$ cat config.mk
export PLATFORM = sky130hd
export DESIGN_NAME = chan_mux_scan
export DESIGN_NICKNAME = d
export VERILOG_FILES = /design/src/rtl/chan_mux_scan.sv
export SDC_FILE = /design/constraint.sdc
export NUM_CORES = 1
export LEC_CHECK = 0
export CORE_MARGIN = 3
export CORE_UTILIZATION = 39
export CTS_BUF_LIST = sky130_fd_sc_hd__clkbuf_4 sky130_fd_sc_hd__clkbuf_8 sky130_fd_sc_hd__clkbuf_16
export DETAILED_ROUTE_END_ITERATION = 16
export MAX_ROUTING_LAYER = met4
export PLACE_DENSITY = 0.81
export SETUP_SLACK_MARGIN = 0.3
export SKIP_CTS_REPAIR_TIMING = 1
export SYNTH_ARGS = -nofsm -noshare
export SYNTH_HDL_FRONTEND = slang
export SYNTH_SLANG_ARGS = --single-unit
$ cat constraint.sdc
create_clock -name clk -period 1.9 [get_ports clk]
set_input_delay 0.19 -clock clk [delete_from_list [all_inputs] [get_ports clk]]
set_output_delay 0.19 -clock clk [all_outputs]
set_load 0.1 [all_outputs]
$ cat src/rtl/chan_mux_scan.sv
// Registered N_CH x W channel selector: manual select or auto-scan with a dwell count; optional parity (CHAN_MUX_PARITY_EN).
// Latency: inputs sampled at a capturing edge appear on out_data right after that edge (one register stage).
// Backpressure: a held sample (out_valid=1, out_ready=0) freezes data, channel and scan state; nothing is dropped.
module chan_mux_scan #(
    parameter int N_CH  = 8,
    parameter int W     = 8,
    parameter int DWELL = 1,
    parameter int SEL_W = $clog2(N_CH)
) (
    input  logic              clk,
    input  logic              rst_n,
    input  logic [N_CH*W-1:0] in_data,
    input  logic [SEL_W-1:0]  sel,
    input  logic              mode,
    input  logic              en,
    output logic [W-1:0]      out_data,
    output logic [SEL_W-1:0]  out_ch,
    output logic              out_valid,
    input  logic              out_ready
`ifdef CHAN_MUX_PARITY_EN
    ,
    output logic              out_par
`endif
);

    localparam int DW_W = (DWELL > 1) ? $clog2(DWELL) : 1;

    typedef enum logic {EMPTY = 1'b0, FULL = 1'b1} state_t;

    state_t            state_q, state_d;
    logic [SEL_W-1:0]  scan_ptr;
    logic [DW_W-1:0]   dwell_cnt;
    logic              mode_d;

    logic              slot, cap, entry;
    logic [SEL_W-1:0]  ptr_eff, cap_ch;
    logic [DW_W-1:0]   dwell_eff;
    logic [W-1:0]      cap_data;

    // Capture decision and the channel/data it would load; a fresh scan entry restarts counting at zero.
    always_comb begin
        slot      = (state_q == EMPTY) || out_ready;
        cap       = slot && en;
        entry     = mode && !mode_d;
        ptr_eff   = entry ? '0 : scan_ptr;
        dwell_eff = entry ? '0 : dwell_cnt;
        cap_ch    = mode ? ptr_eff : sel;
        cap_data  = '0;
        for (int c = 0; c < N_CH; c++) begin
            if (cap_ch == SEL_W'(c)) cap_data = in_data[c*W +: W];
        end
    end

    // FSM state register.
    always_ff @(posedge clk or negedge rst_n) begin
        if (!rst_n) state_q <= EMPTY;
        else        state_q <= state_d;
    end

    // FSM next state: capture fills, an idle slot drains, otherwise hold.
    always_comb begin
        state_d = state_q;
        if (cap)       state_d = FULL;
        else if (slot) state_d = EMPTY;
    end

    // FSM outputs.
    always_comb begin
        out_valid = (state_q == FULL);
    end

    // Sample register: loads only on a capture, so it keeps its last value when drained.
    always_ff @(posedge clk or negedge rst_n) begin
        if (!rst_n) begin
            out_data <= '0;
            out_ch   <= '0;
        end else if (cap) begin
            out_data <= cap_data;
            out_ch   <= cap_ch;
        end
    end

`ifdef CHAN_MUX_PARITY_EN
    // Even parity travels with the captured sample.
    always_ff @(posedge clk or negedge rst_n) begin
        if (!rst_n)   out_par <= 1'b0;
        else if (cap) out_par <= ^cap_data;
    end
`endif

    // Scan pointer and dwell counter advance only on scan-mode captures.
    always_ff @(posedge clk or negedge rst_n) begin
        if (!rst_n) begin
            scan_ptr  <= '0;
            dwell_cnt <= '0;
        end else if (cap && mode) begin
            if (dwell_eff == DW_W'(DWELL - 1)) begin
                dwell_cnt <= '0;
                scan_ptr  <= (ptr_eff == SEL_W'(N_CH - 1)) ? '0 : ptr_eff + 1'b1;
            end else begin
                dwell_cnt <= dwell_eff + 1'b1;
                scan_ptr  <= ptr_eff;
            end
        end
    end

    // Previous-cycle mode, used to detect entry into scan mode.
    always_ff @(posedge clk or negedge rst_n) begin
        if (!rst_n) mode_d <= 1'b0;
        else        mode_d <= mode;
    end

endmodule

* Word level (Yosys, flattened, before mapping)
Index checks and enable logic that the tools add are counted.
Storage, ports and cells: latch bits 0, memories kept 0, ROM bits 0, RAM bits 0, word-level logic and storage cells 40, register bits 17, output and inout bits 12, input bits 72
Operators by class: muxes and demuxes 16, bitwise logic cells 1, $add $sub $neg 2, reductions and logical operators 7, equal/unequal tests 8, $mul 0, div/mod/pow operators 0, shift-type cells 0, $lt $le $gt $ge 0
Operators with widths (number):
- 8-bit two-way mux | 8
- 3-bit == test (second input constant) | 5
- 3-bit two-way mux | 4
- 3-bit by 2-bit == test with 1-bit output (second input constant) | 2
- 1-bit two-way mux | 4
- 3-bit by 1-bit adder with 3-bit output (second input constant) | 1
- 3-bit by 1-bit == test with 1-bit output (second input constant) | 1
- 1-bit logical AND | 3
- 3-bit logical NOT | 1
- 2-bit nonzero test | 1
- 1-bit adder (second input constant) | 1
- 1-bit logical NOT | 1
- 1-bit logical OR | 1
- 1-bit inverter | 1

* Logic depth before layout (Yosys ltp)
depth after elaboration 13, depth in mapped cells 7, gate-level depth less buffers 5

* Least setup slack after synthesis
Ideal clock, no wire load.
path type register to register, start register state_q, in the netlist out_valid, end register out_data[0], arrival time 1.909 ns, stages on the path, launching flop included 7, period minus slack after synthesis 2.035 ns, library setup time 0.126 ns, slack -0.135 ns, required time 1.774 ns, buffers on the path 1, path through dfrtp_1 -> nand2b_1 -> and2_1 -> buf_1 -> nand2_1 -> a21oi_1 -> a221o_1
On the way: cells in the longest elaborated chain, start to end 3
Ends and longest elaborated chain:
- from (decl) | line 30 | state_t state_q, state_d;
- from (signal assigned) | line 57 | else state_q <= state_d;
- 1-bit inverter | line 42 | slot = (state_q == EMPTY) || out_ready;
- 1-bit logical OR | line 42
- 1-bit logical AND | line 43 | cap = slot && en;
- to (signal assigned) | line 78 | out_data <= cap_data;
- to (decl) | line 16 | output logic [W-1:0] out_data,
Every way passes these cells. A chain may end at the register's enable or synchronous reset.

* Worst setup path after layout
start register mode_d, end register out_data[0]
On the way: cells in the longest elaborated chain, start to end 13, elaborated cells between the ends (all ways) 20, classes of those cells eq/ne (7); mux (10); reduce/logical (3)
Ends and longest elaborated chain:
- from (decl) | line 33 | logic mode_d;
- from (signal assigned) | line 110 | else mode_d <= mode;
- 1-bit logical NOT (*) | line 44 | entry = mode && !mode_d;
- 1-bit logical AND (*) | line 44
- 3-bit two-way mux (*) | line 45 | ptr_eff = entry ? '0 : scan_ptr;
- 3-bit two-way mux (*) | line 47 | cap_ch = mode ? ptr_eff : sel;
- 3-bit logical NOT | line 50 | if (cap_ch == SEL_W'(c)) cap_data = in_data[c*W +: W];
- 8-bit two-way mux (7 in series) | line 50
- 8-bit two-way mux (*) | line 50
Mark *: on every way between the ends. The rest lies on a longest branch, timed or not.

==> flow_metrics.env <==
export IMPL_status="complete, no violations"
export IMPL_ioPinCount=84
export IMPL_syn_area_um2=1540
export IMPL_setup_violations=0
export IMPL_crit_type="reg -> reg"
export IMPL_crit_path_end_kind="register"
export IMPL_fp_dieH_um=68.7
export IMPL_final_cell_mix="clkdlybuf4s50_1, buf_4, nand2_1"
export IMPL_cts_buffers=3
export IMPL_rr_startpoint="mode_d"
export IMPL_antenna_found_initial=0
export IMPL_drt_first_pass_iters=5
export IMPL_startpoint_type="register"
export IMPL_setup_worst_path_start="mode_d"
export IMPL_avgSynthCellArea_um2=8.25
export IMPL_required_ns=2.04
export IMPL_pre_cts_slack_ns=-0.227
export IMPL_clk_pin_slew_ns=0.08
export IMPL_fin_util_pct=77.0
export IMPL_power_total_mw=2.61
export IMPL_cp_top_family="compound AO/OA/AOI/OAI gates"
export IMPL_synthTopCellsByArea="dfrtp_1, nand2_1, mux2i_1"
export IMPL_fin_nets=374
export IMPL_start_util_pct=41.3
export IMPL_cp_slowest_cell="dfrtp_2"
export IMPL_vdd_drop_max_uv=687
export IMPL_clock_sinks=16
export IMPL_crit_path_cell_trace="and4b_1 -> or2_4 -> a31oi_2 -> o211ai_1 -> a221o_1"
export IMPL_finalWirelength_um=6610
export IMPL_route_detailed_vias_per_inst=6.04
export IMPL_diodes=0
export IMPL_synth_seq_area_share_pct=26.1
export IMPL_dp_hpwl_um=4400
export IMPL_final_hold_viol_count=0
export IMPL_postLayoutCellArea_um2=2860
export IMPL_ys_async_sr_fraction_pct=100
export IMPL_insertion_delay_ns=0.26
export IMPL_drtAntennaViolNets=0
export IMPL_root_buffer="clkbuf_8"
export IMPL_port_buffers=83
export IMPL_final_common_cell="clkdlybuf4s50_1"
export IMPL_grt_overflow_total=0
export IMPL_cts_tree="done"
export IMPL_synth_seq_cells=16
export IMPL_synthDistinctLibCells=48
export IMPL_fin_ws_ns=0.190
export IMPL_synth_warnings=0
export IMPL_layout_drive_gt1_share_pct=32.2
export IMPL_skew_ns=0.00907
export IMPL_grt_pass1_vias=1846
export IMPL_whs_ns=0.252
export IMPL_areaGrowthSynthToFinish_pct=86.5
export IMPL_core_area_um2=3720
export IMPL_wl_per_cell_um=18.9
export IMPL_report_final_slew_viol_count=0
export IMPL_fmax_mhz=585
export IMPL_syn_inst=186
export IMPL_die_width_um=68.7
export IMPL_core_rowCount=22
export IMPL_htree_levels=1
export IMPL_drc=0
export IMPL_period_needed_ns=1.71
export IMPL_leakage_nw=1.20
export IMPL_yosysTopAreaCell="dfrtp_1"
export IMPL_routabilityCongestion=0.937
export IMPL_post_route_period_util_pct=90.0
export IMPL_worstPathBufferInverterCount=0
export IMPL_cp_arrival_ns=1.85
export IMPL_slew_headroom_pct=69.5
export IMPL_grt_max_degree=20
export IMPL_grt_setup_unrepaired="yes"
export IMPL_die_area_um2=4730
export IMPL_max_stage_delay_ns=0.47
export IMPL_synth_top_area_share_pct=26.1
export IMPL_power_density_nw_per_um2=910
export IMPL_grt_usage_pct=24.6
export IMPL_hold_class="in -> async"
export IMPL_cp_max_fo=8
export IMPL_first_iter_violations=357
export IMPL_dominantRegCellSynth="dfrtp_1"
export IMPL_clock_path_buffers=2
export IMPL_synth_edf_count=0
export IMPL_syn_num_nets=258
export IMPL_dr_total_vias=2108
export IMPL_tightest_slew_ns=0.456
export IMPL_max_cap_violations=0
export IMPL_place_area_um2=2540
export IMPL_grt_pass1_wl_um=8490
[metrics by stage]
stage,TNS (ns),instances
global route,0,349
detailed placement,-1.53,336
CTS,-0.0153,340
floorplan,0,186
finish,0,349
global placement,-1.05,336
[worst register-to-register path, stage by stage (launching register included)]
cell      delay (ns)
dfrtp_2         0.47
and4b_1         0.21
or2_4           0.30
a31oi_2         0.17
o211ai_1        0.12
a221o_1         0.33
[metal layers]
| layer | routed length [um] | vias to the layer above | GRT usage (%) |
|---|---|---|---|
| li1 | - | 949 | - |
| met1 | 2660 | 969 | 33.0 |
| met2 | 3030 | 174 | 38.4 |
| met3 | 778 | 16 | 3.24 |
| met4 | 147 | 0 | 7.79 |
| met5 | 0 | - | - |
[state kept, by name, summed over array words and instances (netlist names)]
signal / flops
scan_ptr: 3
out_ch: 3
out_data: 8
out_valid: 1
mode_d: 1
[worst paths after layout]
| path | to | slack [ns] | cells past startpoint |
|---|---|---|---|
| setup / recovery | out_data[0] | 0.19 | 5 |
| hold / removal | scan_ptr[2] | 0.25 | 2 |
| setup reg to reg | out_data[0] | 0.19 | 5 |
| hold reg to reg | out_ch[2] | 0.48 | 2 |
| max in group asynchronous | out_valid | 1.41 | 2 |
| min in group clk | mode_d | 0.40 | 2 |
[synth_stat cells, drive strengths merged, types with 3 or more instances]
master   n
nand2   30
o21ai   17
dfrtp   16
buf     11
a21oi   10
mux2i   10
nand3b   8
nor3     6
o22ai    6
a31oi    5
nand2b   5
nand3    5
nand4    5
a21o     4
o211a    4
o22a     4
a32oi    3
o211ai   3
[report_power, final]
part           switching (mW)  internal, mW  leakage (nW)  total (mW)
combinational            1.06         0.694         0.986        1.75
sequential             0.0890         0.442         0.189       0.531
clock                   0.139         0.184        0.0288       0.323
[logic make-up (layout without fill, tap and decap cells)]
logic type / Yosys count / after routing / share of synthesized area, %
compound gates: 70 / 71 / 32.9
buf+inv: 15 / 129 / 7.66
flops: 16 / 16 / 26.1
mux: 12 / 12 / 7.99
simple gates: 73 / 73 / 25.3
[final cells by class]
class	instances	area, um2
clock buffer	4	55.1
fill	273	853
inverter	2	10.0
multi-input combinational	156	1180
sequential	16	408
tap	48	60.1
timing repair buffer	123	1150
No activity file was read; power rests on OpenSTA's default activity.
